<file path="src/rtl/mul_seq_ctrl_pkg.sv">
// Shared definitions for the shift-and-add multiply sequencer.
package mul_seq_ctrl_pkg;

    localparam int MUL_WIDTH = 32;

    typedef enum logic [1:0] {
        S_IDLE = 2'd0,
        S_RUN  = 2'd1,
        S_DONE = 2'd2
    } state_e;

endpackage

</file>
<file path="src/rtl/mul_seq_ctrl_adder.sv">
// Datapath adder shared with the ALU; the multiply sequencer issues one accumulate per clock through it.
module mul_seq_ctrl_adder #(
    parameter int WIDTH = 32
) (
    input  logic [WIDTH-1:0] src1_i,
    input  logic [WIDTH-1:0] src2_i,
    output logic [WIDTH-1:0] sum_o
);

    // Carry out is deliberately dropped: products wrap modulo 2**WIDTH.
    assign sum_o = src1_i + src2_i;

endmodule

</file>
<file path="src/rtl/mul_seq_ctrl.sv">
// Multi-cycle shift-and-add multiplier returning the low WIDTH bits of src1_i*src2_i.
// One accumulate per clock through the shared adder; optional early exit on an exhausted multiplier.
module mul_seq_ctrl
    import mul_seq_ctrl_pkg::*;
#(
    parameter int WIDTH      = MUL_WIDTH,
    parameter int EARLY_EXIT = 1,
    parameter int CNT_W      = 6
) (
    input  logic             clk_i,
    input  logic             rst_i,
    input  logic             start_i,
    input  logic             flush_i,
    input  logic [WIDTH-1:0] src1_i,
    input  logic [WIDTH-1:0] src2_i,
    output logic             ready_o,
    output logic             busy_o,
    output logic             done_o,
    output logic [WIDTH-1:0] result_o
);

    state_e             state_q, state_d;
    logic [WIDTH-1:0]   acc_q, acc_d;
    logic [WIDTH-1:0]   mcand_q, mcand_d;
    logic [WIDTH-1:0]   mplier_q, mplier_d;
    logic [CNT_W-1:0]   cnt_q, cnt_d;
    logic [WIDTH-1:0]   result_q, result_d;
    logic [WIDTH-1:0]   sum;
    logic               last_iter;

    mul_seq_ctrl_adder #(
        .WIDTH (WIDTH)
    ) u_adder (
        .src1_i (acc_q),
        .src2_i (mcand_q),
        .sum_o  (sum)
    );

    always_comb begin
        state_d   = state_q;
        acc_d     = acc_q;
        mcand_d   = mcand_q;
        mplier_d  = mplier_q;
        cnt_d     = cnt_q;
        result_d  = result_q;
        last_iter = 1'b0;
        case (state_q)
            S_IDLE: begin
                if (start_i && !flush_i) begin
                    mcand_d  = src1_i;
                    mplier_d = src2_i;
                    acc_d    = '0;
                    cnt_d    = '0;
                    state_d  = S_RUN;
                end
            end
            S_RUN: begin
                if (flush_i) begin
                    state_d = S_IDLE;
                end else begin
                    acc_d     = mplier_q[0] ? sum : acc_q;
                    mcand_d   = mcand_q << 1;
                    mplier_d  = mplier_q >> 1;
                    cnt_d     = cnt_q + CNT_W'(1);
                    // Early exit once no set multiplier bits remain to be consumed.
                    last_iter = (cnt_q == CNT_W'(WIDTH - 1)) ||
                                ((EARLY_EXIT != 0) && (mplier_d == '0));
                    if (last_iter) begin
                        state_d  = S_DONE;
                        result_d = acc_d;
                    end
                end
            end
            S_DONE: begin
                state_d = S_IDLE;
            end
            default: begin
                state_d = S_IDLE;
            end
        endcase
    end

    always_ff @(posedge clk_i or negedge rst_i) begin
        if (!rst_i) begin
            state_q  <= S_IDLE;
            acc_q    <= '0;
            mcand_q  <= '0;
            mplier_q <= '0;
            cnt_q    <= '0;
            result_q <= '0;
        end else begin
            state_q  <= state_d;
            acc_q    <= acc_d;
            mcand_q  <= mcand_d;
            mplier_q <= mplier_d;
            cnt_q    <= cnt_d;
            result_q <= result_d;
        end
    end

    assign ready_o  = (state_q == S_IDLE);
    assign busy_o   = (state_q == S_RUN) || (state_q == S_DONE);
    assign done_o   = (state_q == S_DONE);
    assign result_o = result_q;

endmodule

</file>
<file path="config.mk">
export PLATFORM = sky130hd
export DESIGN_NAME = mul_seq_ctrl
export DESIGN_NICKNAME = d
export VERILOG_FILES = /design/src/rtl/mul_seq_ctrl_pkg.sv /design/src/rtl/mul_seq_ctrl_adder.sv /design/src/rtl/mul_seq_ctrl.sv
export SDC_FILE = /design/constraint.sdc
export NUM_CORES = 1
export LEC_CHECK = 0
export BUFFER_PORTS_ARGS = -buffer_cell sky130_fd_sc_hd__buf_2
export CORE_MARGIN = 2
export CORE_UTILIZATION = 55
export CTS_BUF_LIST = sky130_fd_sc_hd__clkbuf_2 sky130_fd_sc_hd__clkbuf_4 sky130_fd_sc_hd__clkbuf_8
export DETAILED_ROUTE_END_ITERATION = 16
export PLACE_DENSITY_LB_ADDON = 0.1
export SKIP_LAST_GASP = 1
export SYNTH_ARGS = -nofsm -noshare
export SYNTH_HDL_FRONTEND = slang
export SYNTH_SLANG_ARGS = --single-unit
</file>
<file path="constraint.sdc">
create_clock -name clk_i -period 4.9 [get_ports clk_i]
set_input_delay 0.98 -clock clk_i [delete_from_list [all_inputs] [get_ports clk_i]]
set_output_delay 0.98 -clock clk_i [all_outputs]
set_load 0.01 [all_outputs]
</file>
-- After elaboration in Yosys (flattened, before gate mapping)
Index checks and enable logic that the tools add are counted.
W data, S select, Z words.
- mux-type cells: 17
- $mul: 0
- equal/unequal tests: 6
- magnitude comparators: 0
- div/mod/pow operators: 0
- $add $sub $neg: 2
- bitwise logic cells: 1
- shift operators: 0
- reductions and logical operators: 10
- operators by type and width (kind ; number):
    $mux W32 ; 7
    $pmux W32 S2 ; 3
    $add A32 B32 Y32 ; 1
    $logic_not A32 Y1 ; 1
    $mux W6 ; 2
    $pmux W6 S2 ; 1
    $add A6 B1 Y6 const B ; 1
    $eq A6 B5 Y1 const B ; 1
    $mux W2 ; 3
    $reduce_and A3 Y1 ; 2
    $pmux W2 S2 ; 1
    $ne A3 B3 Y1 const B ; 1
    $eq A2 B1 Y1 const B ; 1
    $eq A2 B2 Y1 const B ; 1
    $logic_not A2 Y1 ; 1
    $logic_or A1 B1 Y1 ; 2
    $ne A2 B1 Y1 const B ; 1
    $ne A2 B2 Y1 const B ; 1
    $reduce_and A2 Y1 ; 1
    $reduce_bool A2 Y1 ; 1
    $logic_and A1 B1 Y1 ; 1
    $logic_not A1 Y1 ; 1
    $not A1 Y1 ; 1
- word-level logic and storage cells: 42
- bits in read-only memories: 0
- output and inout port bits: 35
- bits in registers: 136
- bits of input ports: 68
- latch bits: 0
- RAM bits: 0
- memories: 0

-- Logic depth before layout (Yosys ltp)
Gate-level depths: netlist of run 1.
- word-level depth: 5
- gate-level depth with buffers: 11
- mapped depth without buffers: 11

-- Cells and area by module
A second synthesis of run 1 with hierarchy kept.
- cells, all modules: 749
- area total of the unflattened synthesis: 7858.8 um^2
- by module, submodules not included (module ; seq. area each (um^2) ; times used ; cells an instance ; area an instance (um^2)):
    mul_seq_ctrl ; 3403.3 ; 1 ; 513 ; 6133.4
    mul_seq_ctrl_adder ; 0.0 ; 1 ; 236 ; 1725.4

-- Worst setup path after synthesis of run 1
OpenSTA, ideal clock, no wires.
- kind: flip-flop to flip-flop
- from: register acc_q[1]
- to: register acc_q[31]
- data required time: 4823 ps
- arrival time: 2532 ps
- setup time: 77 ps
- stages on the path, launching flop included: 11
- path buffers: 0
- clock period less this slack: 2608 ps
- path slack: 2292 ps
- path through: dfrtp_1 ha_1 a21o_1 a21oi_1 o41a_2 a21oi_2 nor3_4 nor3_1 or4_4 a211o_1 o21ai_1
- word-level cells in the longest chain between the ends: 4
- RTL lines (element ; RTL line ; source):
    start: declaration ; mul_seq_ctrl.sv:23 ; logic [WIDTH-1:0] acc_q, acc_d;
    start signal: assignment ; mul_seq_ctrl.sv:86 ; acc_q <= '0;
    start signal: assignment ; mul_seq_ctrl.sv:93 ; acc_q <= acc_d;
    $add A32 B32 Y32 ; mul_seq_ctrl_adder.sv:11 ; assign sum_o = src1_i + src2_i;
    $mux W32 ; mul_seq_ctrl.sv:61 ; acc_d = mplier_q[0] ? sum : acc_q;
    $mux W32 ; mul_seq_ctrl.sv:58 ; if (flush_i) begin
    $pmux W32 S2 ; mul_seq_ctrl.sv:47 ; case (state_q)
Every way passes these cells. The select of a mux whose other input is x is not followed.
A chain may end at the register's enable or synchronous reset.

-- Final worst setup path of run 1
- from: register acc_q[0]
- to: register acc_q[26]
The elaborated chain is that of the path after synthesis.

==> results by group, run 1 <==
GRT
  • Global-route layer with the greatest usage: met2
  • GRT Total Usage: between 20 and 30%
  • Vias in the first global route: about 6000
  • Remaining global-route overflow: 0
  • Met2 Track Usage GR: 41.6%
  • Largest net degree at the start of global routing: 107
  • GRT met1 Usage: a little over a third
  • Met3 Usage GRT: approximately 5.8%
  • Initial antenna violation count: 1
  • Global-route wire length before repair: 30300 um

Floorplan
  • Overall die area: 0.0150 sq mm
  • Effective utilization at floorplan: between 50% and 60%
  • Die H: about 120 um
  • # rows: 43
  • Number of top-level pins: a little over 100
  • Die span in x: about 120 um
  • Placeable Area: roughly 0.014 sq mm

Hold path
  • Kind of path behind the tightest hold check: register to register
  • Start point of the worst hold path: result_o[13]

Clock tree
  • CTS sink cnt: approximately 140
  • Clock Tree Buf Depth: 2
  • Buffer type at the clock tree root: sky130_fd_sc_hd__clkbuf_8
  • Insertion delay of the later-clocked pin in the worst-skew pair: between 0.4 and 0.5 ns
  • Clock tree from TritonCTS: done
  • TritonCTS Buffers: 17
  • Number of cells upsized or downsized after cts: 0
  • H-tree depth: 4
  • Post-cts hold buffer count: 0
  • Setup Buffers After CTS: 0
  • Clock edge transition at the registers on the reported setup and hold paths: 0.08 ns

Placed design
  • Global placement routability congestion: roughly 0.90
  • Post-detailed-placement half-perimeter wirelength: roughly 13000 um
  • Count of port buffers added during placement: between 100 and 150
  • # placed instances: about 1100

Logic synthesis
  • Post-synthesis sequential area ratio: ~44%
  • Post-synth top area share: ~44%
  • Top post-synthesis cells by area: sky130_fd_sc_hd__dfrtp_1 (44%), sky130_fd_sc_hd__mux2i_1 (8.7%), sky130_fd_sc_hd__nand2_1 (8.0%), sky130_fd_sc_hd__o21ai_0 (6.1%), sky130_fd_sc_hd__ha_1 (5.7%)
  • Top-count cell post-synth: sky130_fd_sc_hd__nand2_1
  • Post-synth EDFFs: 0
  • Number of distinct standard cells referenced by the synthesized netlist: 56
  • Total of flip-flops plus latches after synthesis: between 100 and 150
  • Area leader, netlist: sky130_fd_sc_hd__dfrtp_1
  • Syn Std Cell Area: just under 0.008 sq mm
  • Leading post-synthesis cells by instance count: sky130_fd_sc_hd__nand2_1 (164), sky130_fd_sc_hd__dfrtp_1 (136), sky130_fd_sc_hd__o21ai_0 (94)
  • Post-Synthesis Net Count: between 900 and 1000
  • Predominant post-synthesis flop cell: sky130_fd_sc_hd__dfrtp_1
  • Average footprint of a synthesized cell: about 9 sq um
  • Synth warn: 0
  • Proportion of synthesized flip-flops having asynchronous set or reset: 100%
  • Number of cells produced by synthesis: 834

Route
  • Via/cell ratio: 5.73
  • Total vias in the final route: around 6300
  • Detailed-route wire length: 18100 um
  • Detailed Route Iter0 Violations: 449
  • Remaining antenna violation count after routing: 0
  • DRC violations left: 0
  • Routed wirelength normalized by instance count: between 15 and 20 um
  • DR pass1 iterations: 4

Timing
  • Worst slew margin: 28.4%
  • Max Clk Rate: 327 MHz
  • RSZ-0062 raised after global routing: no
  • Final cycle utilization of the critical path: ~62%
  • Post-Route Skew: between 0.01 and 0.015 ns
  • Transition time at the pin with the least slew margin: approximately 1.1 ns
  • Post-layout min period: 3.06 ns
  • # setup viols final: 0
  • Max-slew violation total from the final report: 0
  • Setup tns final: 0 ns
  • Final Hold Vio Count: 0

Power and ir drop
  • Clock share of power: between 20% and 30%
  • Total power after layout: between 5 and 6 mW
  • Power share of the combinational group: between 40% and 50%
  • Sw power: roughly 2.1 mW
  • Leakage component of the power: roughly 4.5 nW
  • Internal Pwr Total: ~3.0 mW
  • Power per Cell Area: 579 mW/mm^2
  • Flop pwr share: roughly 36%
  • Switching Share: about 41%
  • Max rail drop VDD: approximately 540 uV

Critical path
  • Beginning of the worst register-to-register path: acc_q[0]
  • Critical path peak fanout: 3
  • Worst EP arrival: ~3.4 ns
  • Worst setup startpoint: acc_q[0]
  • CP endpoint kind: register
  • Critical Path Source Type: register
  • Crit path required time: about 5.2 ns
  • Classification of the worst setup path: register to register

Layout
  • Fraction of final layout cells sized beyond drive strength 1: between 10% and 20%
  • Post-Layout Cell Count: about 1100
  • Total Nets Final: 1018
  • Core utilization of the finished layout: 63.7%
  • Area grow syn2layout: 14.0%
  • Final antenna diode count: 0

Outcome
  • Outcome: finished clean

Flow run
  • Max-capacitance violation count: 0
==> through the flow <==
step                      setup WS (ns)  hold slack (ns)  cell area (sq um)
final                              1.84            0.477               8770
after global routing               1.64            0.502               8770
after CTS                          1.90            0.483               8770
after detailed placement           1.76            0.466               8330
after global placement             1.83            0.458               8330
after floorplan                    2.29            0.463               7700
==> routing by layer <==
metal / share of wire (%) / vias up / routed length (um)
met5: 0.061 / - / 11
met4: 1.4 / 2 / 248
met3: 4.6 / 25 / 833
met2: 48 / 132 / 8740
met1: 46 / 3068 / 8310
li1: - / 3117 / -
==> final timing paths <==
check	to	slack, ns	cells past startpoint
setup / recovery	acc_q[26]	1.84	11
hold / removal	result_o[13]	0.48	2
setup reg to reg	acc_q[26]	1.84	11
hold reg to reg	result_o[13]	0.48	2
max in group asynchronous	mplier_q[0]	3.27	2
min in group asynchronous	result_o[21]	0.64	1
==> placed cells by master, fill, tap and decap left out, types with 4 or more instances in the layout <==
| master | count |
|---|---|
| sky130_fd_sc_hd__nand2_1 | 163 |
| sky130_fd_sc_hd__dfrtp_1 | 135 |
| sky130_fd_sc_hd__buf_2 | 101 |
| sky130_fd_sc_hd__o21ai_0 | 94 |
| sky130_fd_sc_hd__mux2i_1 | 67 |
| sky130_fd_sc_hd__ha_1 | 34 |
| sky130_fd_sc_hd__a21oi_1 | 31 |
| sky130_fd_sc_hd__nand3_1 | 29 |
| sky130_fd_sc_hd__a21o_1 | 27 |
| sky130_fd_sc_hd__nor2_1 | 21 |
| sky130_fd_sc_hd__a22oi_1 | 20 |
| sky130_fd_sc_hd__clkbuf_8 | 19 |
| sky130_fd_sc_hd__xnor2_1 | 18 |
| sky130_fd_sc_hd__inv_1 | 16 |
| sky130_fd_sc_hd__xor2_1 | 12 |
| sky130_fd_sc_hd__nand4_1 | 9 |
| sky130_fd_sc_hd__a22o_1 | 8 |
| sky130_fd_sc_hd__a31oi_1 | 8 |
| sky130_fd_sc_hd__nor3b_1 | 8 |
| sky130_fd_sc_hd__buf_4 | 8 |
| sky130_fd_sc_hd__o21ai_1 | 7 |
| sky130_fd_sc_hd__nor4_1 | 7 |
| sky130_fd_sc_hd__nand2b_1 | 6 |
| sky130_fd_sc_hd__and3_1 | 6 |
| sky130_fd_sc_hd__o21a_1 | 4 |
| sky130_fd_sc_hd__a21oi_2 | 4 |
| sky130_fd_sc_hd__nor3_1 | 4 |
| sky130_fd_sc_hd__and2_1 | 4 |
| sky130_fd_sc_hd__bufinv_16 | 4 |
| sky130_fd_sc_hd__clkinvlp_4 | 4 |
==> logic make-up (layout without fill, tap and decap cells) <==
kind of cell             Yosys count  count (layout)  share of synthesized area [%]
AND/OR/NAND/NOR                  274             274                           16.3
AO/OA/AOI/OAI                    226             226                           18.2
flip-flops                       136             136                           44.2
multiplexers                      67              67                           8.71
buffers and inverters             65             158                           3.19
adder cells (fa/ha/maj)           36              36                           5.95
XOR/XNOR                          30              30                           3.41
==> worst max-delay path: stages, from the launching register on <==
cell                       delay (ns)
sky130_fd_sc_hd__dfrtp_1         0.40
sky130_fd_sc_hd__ha_1            0.24
sky130_fd_sc_hd__fa_1            0.42
sky130_fd_sc_hd__a21oi_1         0.21
sky130_fd_sc_hd__o311a_1         0.25
sky130_fd_sc_hd__o32ai_2         0.15
sky130_fd_sc_hd__nand4_1         0.15
sky130_fd_sc_hd__nand2_1         0.12
sky130_fd_sc_hd__a211oi_1        0.47
sky130_fd_sc_hd__o21ai_0         0.22
sky130_fd_sc_hd__xnor2_1         0.19
sky130_fd_sc_hd__o21ai_0         0.10
==> sequential cells by signal, summed over array words and instances, names as in the netlist <==
name      cells
acc_q        32
cnt_q         6
mcand_q      32
mplier_q     32
result_o     32
state_q       2
==> layout make-up <==
cell class / instances / area [sq um]
Clock inverter: 12 / 174
Fill cell: 1205 / 5000
Multi-Input combinational cell: 633 / 4070
Sequential cell: 136 / 3400
Clock buffer: 20 / 269
Tap cell: 180 / 225
Timing Repair Buffer: 110 / 577
Inverter: 16 / 60.1
==> power by group through the flow <==
stage | Sequential [mW] | Combinational, mW | Clock (mW)
after detailed placement | 1.82 | 2.24 | 0
after CTS | 1.80 | 2.25 | 1.05
after global placement | 1.81 | 2.14 | 0
after floorplan | 1.71 | 1.78 | 0
final | 1.80 | 2.25 | 1.03
after global routing | 1.86 | 2.53 | 1.09
(Power assumes the default switching activity.)
==> run 2: changes to the inputs <==
- CORE_UTILIZATION: 55 -> 54
- clock period: 4.9 -> 2.7 ns (I/O delays scaled with it)
==> run 2 against run 1 <==
Via count rose by 4.5%. Fmax rose by 15%. Utilization rose by 2.7 points. Clock power rose by 57%. Sequential share of layout area fell by 1.8 points. Non-clock buffer count rose by 44. Global-route usage rose by 0.69 points. Flip-flop and latch count did not move. Critical path depth did not move. Wire length rose by 5.0%. Critical path type unchanged. Critical endpoint is now result_o[28].
==> results by group, run 2 (synthesized netlist as in run 1, its figures left out) <==
Outcome
  • Outcome: finished clean

Timing
  • Final Hold Vio Count: 0
  • Max-slew violation total from the final report: 0
  • RSZ-0062 raised after global routing: yes
  • Post-layout min period: between 2 and 3 ns
  • Post-Route Skew: around 0.012 ns
  • Worst slew margin: 46.3%
  • Final cycle utilization of the critical path: a little over nine tenths
  • # setup viols final: 0
  • Transition time at the pin with the least slew margin: ~0.81 ns
  • Max Clk Rate: 377 MHz

Floorplan
  • Placeable Area: 0.0139 sq mm
  • Number of top-level pins: approximately 100
  • Die span in x: 123 um
  • # rows: 43
  • Effective utilization at floorplan: approximately 55%
  • Overall die area: roughly 0.015 sq mm
  • Die H: ~120 um

Placed design
  • Count of port buffers added during placement: a little over 100
  • # placed instances: between 1000 and 1500
  • Cell area reported after detailed placement: 0.00863 sq mm
  • Post-detailed-placement half-perimeter wirelength: about 13000 um
  • Global placement routability congestion: around 0.92

Critical path
  • Number of gates on the worst path with buffers counted: 11
  • Cells traversed along the worst timing path: ha_2 > fa_2 > a21oi_2 > o311a_1 > o32ai_2 > nand4_1 > a21oi_2 > o221ai_2 > o21ai_2 > mux2i_1 > nand2_1
  • R2R cell count: 11
  • Most prevalent standard cell on the critical path: sky130_fd_sc_hd__a21oi_2
  • CP endpoint kind: register
  • Cell type group with the largest total delay on the critical path: compound AO/OA/AOI/OAI gates
  • Setup slack on the worst flop-to-flop path: about 0.047 ns
  • Critical path buffer and inverter count: 0
  • Critical path peak fanout: 2
  • Crit path required time: 3.05 ns
  • Worst EP arrival: 3.00 ns
  • Classification of the worst setup path: register to register
  • Longest individual stage delay on the worst path: roughly 0.37 ns
  • Beginning of the worst register-to-register path: mcand_q[0]
  • CP max-delay cell: sky130_fd_sc_hd__dfrtp_1
  • Critical Path Source Type: register
  • Reg2Reg Capture Point: result_o[28]

Clock tree
  • Clock edge transition at the registers on the reported setup and hold paths: 0.08 ns
  • CTS sink cnt: ~140
  • H-tree depth: 4
  • Insertion delay of the later-clocked pin in the worst-skew pair: approximately 0.46 ns
  • Clock Tree Buf Depth: 2
  • Buffer type at the clock tree root: sky130_fd_sc_hd__clkbuf_8
  • TritonCTS Buffers: 17
  • Clock tree from TritonCTS: done
  • Post-cts hold buffer count: 0

Layout
  • Most common library cell in the layout ignoring fill and taps: sky130_fd_sc_hd__nand2_1
  • Fraction of final layout cells sized beyond drive strength 1: about 23%
  • Leading cell types in the layout, fill and taps excluded: sky130_fd_sc_hd__nand2_1 (163), sky130_fd_sc_hd__dfrtp_1 (135), sky130_fd_sc_hd__buf_2 (101), sky130_fd_sc_hd__o21ai_0 (87), sky130_fd_sc_hd__mux2i_1 (67)
  • Core utilization of the finished layout: between 60% and 70%
  • Final antenna diode count: 0
  • Post-Layout Cell Count: roughly 1200
  • Total Nets Final: 1062
  • Post-route design area: between 0.009 and 0.01 sq mm
  • Area grow syn2layout: 19.7%

Route
  • Total vias in the final route: 6632
  • DR pass1 iterations: 5
  • Detailed Route Iter0 Violations: between 400 and 500
  • Routed wirelength normalized by instance count: roughly 17 um
  • Detailed-route wire length: 19000 um
  • Remaining antenna violation count after routing: 0
  • DRC violations left: 0
  • Via/cell ratio: around 5.8

Flow run
  • Max-capacitance violation count: 0

Power and ir drop
  • Power per Cell Area: between 1000 and 1500 mW/mm^2
  • Max rail drop VDD: between 800 and 900 uV
  • Leakage component of the power: about 4.7 nW

Hold path
  • Kind of path behind the tightest hold check: primary input to async pin

GRT
  • Largest net degree at the start of global routing: 91
  • GRT Total Usage: 26.6%
  • Vias in the first global route: approximately 6600
  • Remaining global-route overflow: 0
  • Initial antenna violation count: 0
  • Global-route wire length before repair: roughly 32000 um
==> run 2: cell count changes in the layout (fill, tap and decap cells not counted), sizes merged <==
cell and change:
clkbuf +1, clkinv +3, clkinvlp -1, bufinv -3, buf +44
==> run 2: worst max path at each step <==
| stage | startpoint | end |
|---|---|---|
| 2_1_floorplan | acc_q[1] | acc_q[31] |
| 3_3_place_gp | acc_q[4] | result_o[28] |
| 3_5_place_dp | acc_q[4] | result_o[28] |
| 4_1_cts | acc_q[14] | acc_q[31] |
| 5_1_grt | acc_q[0] | result_o[28] |
| 6_report | mcand_q[0] | result_o[28] |
==> run 2: what timing repair did <==
item / in CTS / in global routing
pin swaps: 9 / 15
setup endpoints to repair: 10 / 21
setup buffers: 5 / 3
cloned: 0 / 0
gates resized for setup: 8 / 23
==> run 2: cell type report <==
class	instances	area [sq um]
clock inverter	11	98.8
inverter	16	60.1
multi-input combinational	633	4210
sequential	136	3400
timing repair buffer	154	932
fill	1172	4670
clock buffer	21	283
tap	180	225
==> run 2: layer usage <==
| metal | GRT usage, % | vias to the layer above | share of wire (%) |
|---|---|---|---|
| met5 | 0 | - | 0 |
| met4 | 8.38 | 0 | 2.0 |
| met3 | 5.21 | 34 | 4.7 |
| met2 | 45.4 | 188 | 50 |
| met1 | 34.2 | 3206 | 43 |
| li1 | - | 3204 | - |
==> run 2: power by group <==
part | internal [mW] | switching, mW | total (mW) | leakage (nW)
combinational | 2.06 | 2.57 | 4.62 | 2.72
sequential | 2.68 | 0.611 | 3.29 | 1.80
clock | 0.807 | 0.812 | 1.62 | 0.191
total | 5.55 | 3.99 | 9.54 | 4.71
==> run 2: worst register-to-register path: cells and delay by family, from the launching register on <==
kind,cells,cell delay [ns]
and+or+nand+nor,2,0.25
DFF,1,0.37
muxes,1,0.21
AOI/OAI and AO/OA,6,1.31
adders and majority gates,2,0.43
==> run 2: stage by stage <==
step	setup WS, ns	power, mW	setup TNS (ns)	hold slack [ns]
final	0.0473	9.54	0	0.0577
after global routing	-0.108	10.3	-0.671	0.0795
after CTS	-0.000358	9.37	-0.000358	0.0664
after detailed placement	-0.104	7.62	-0.469	0.467
after global placement	-0.0581	7.43	-0.0664	0.458
after floorplan	0.0918	6.32	0	0.244
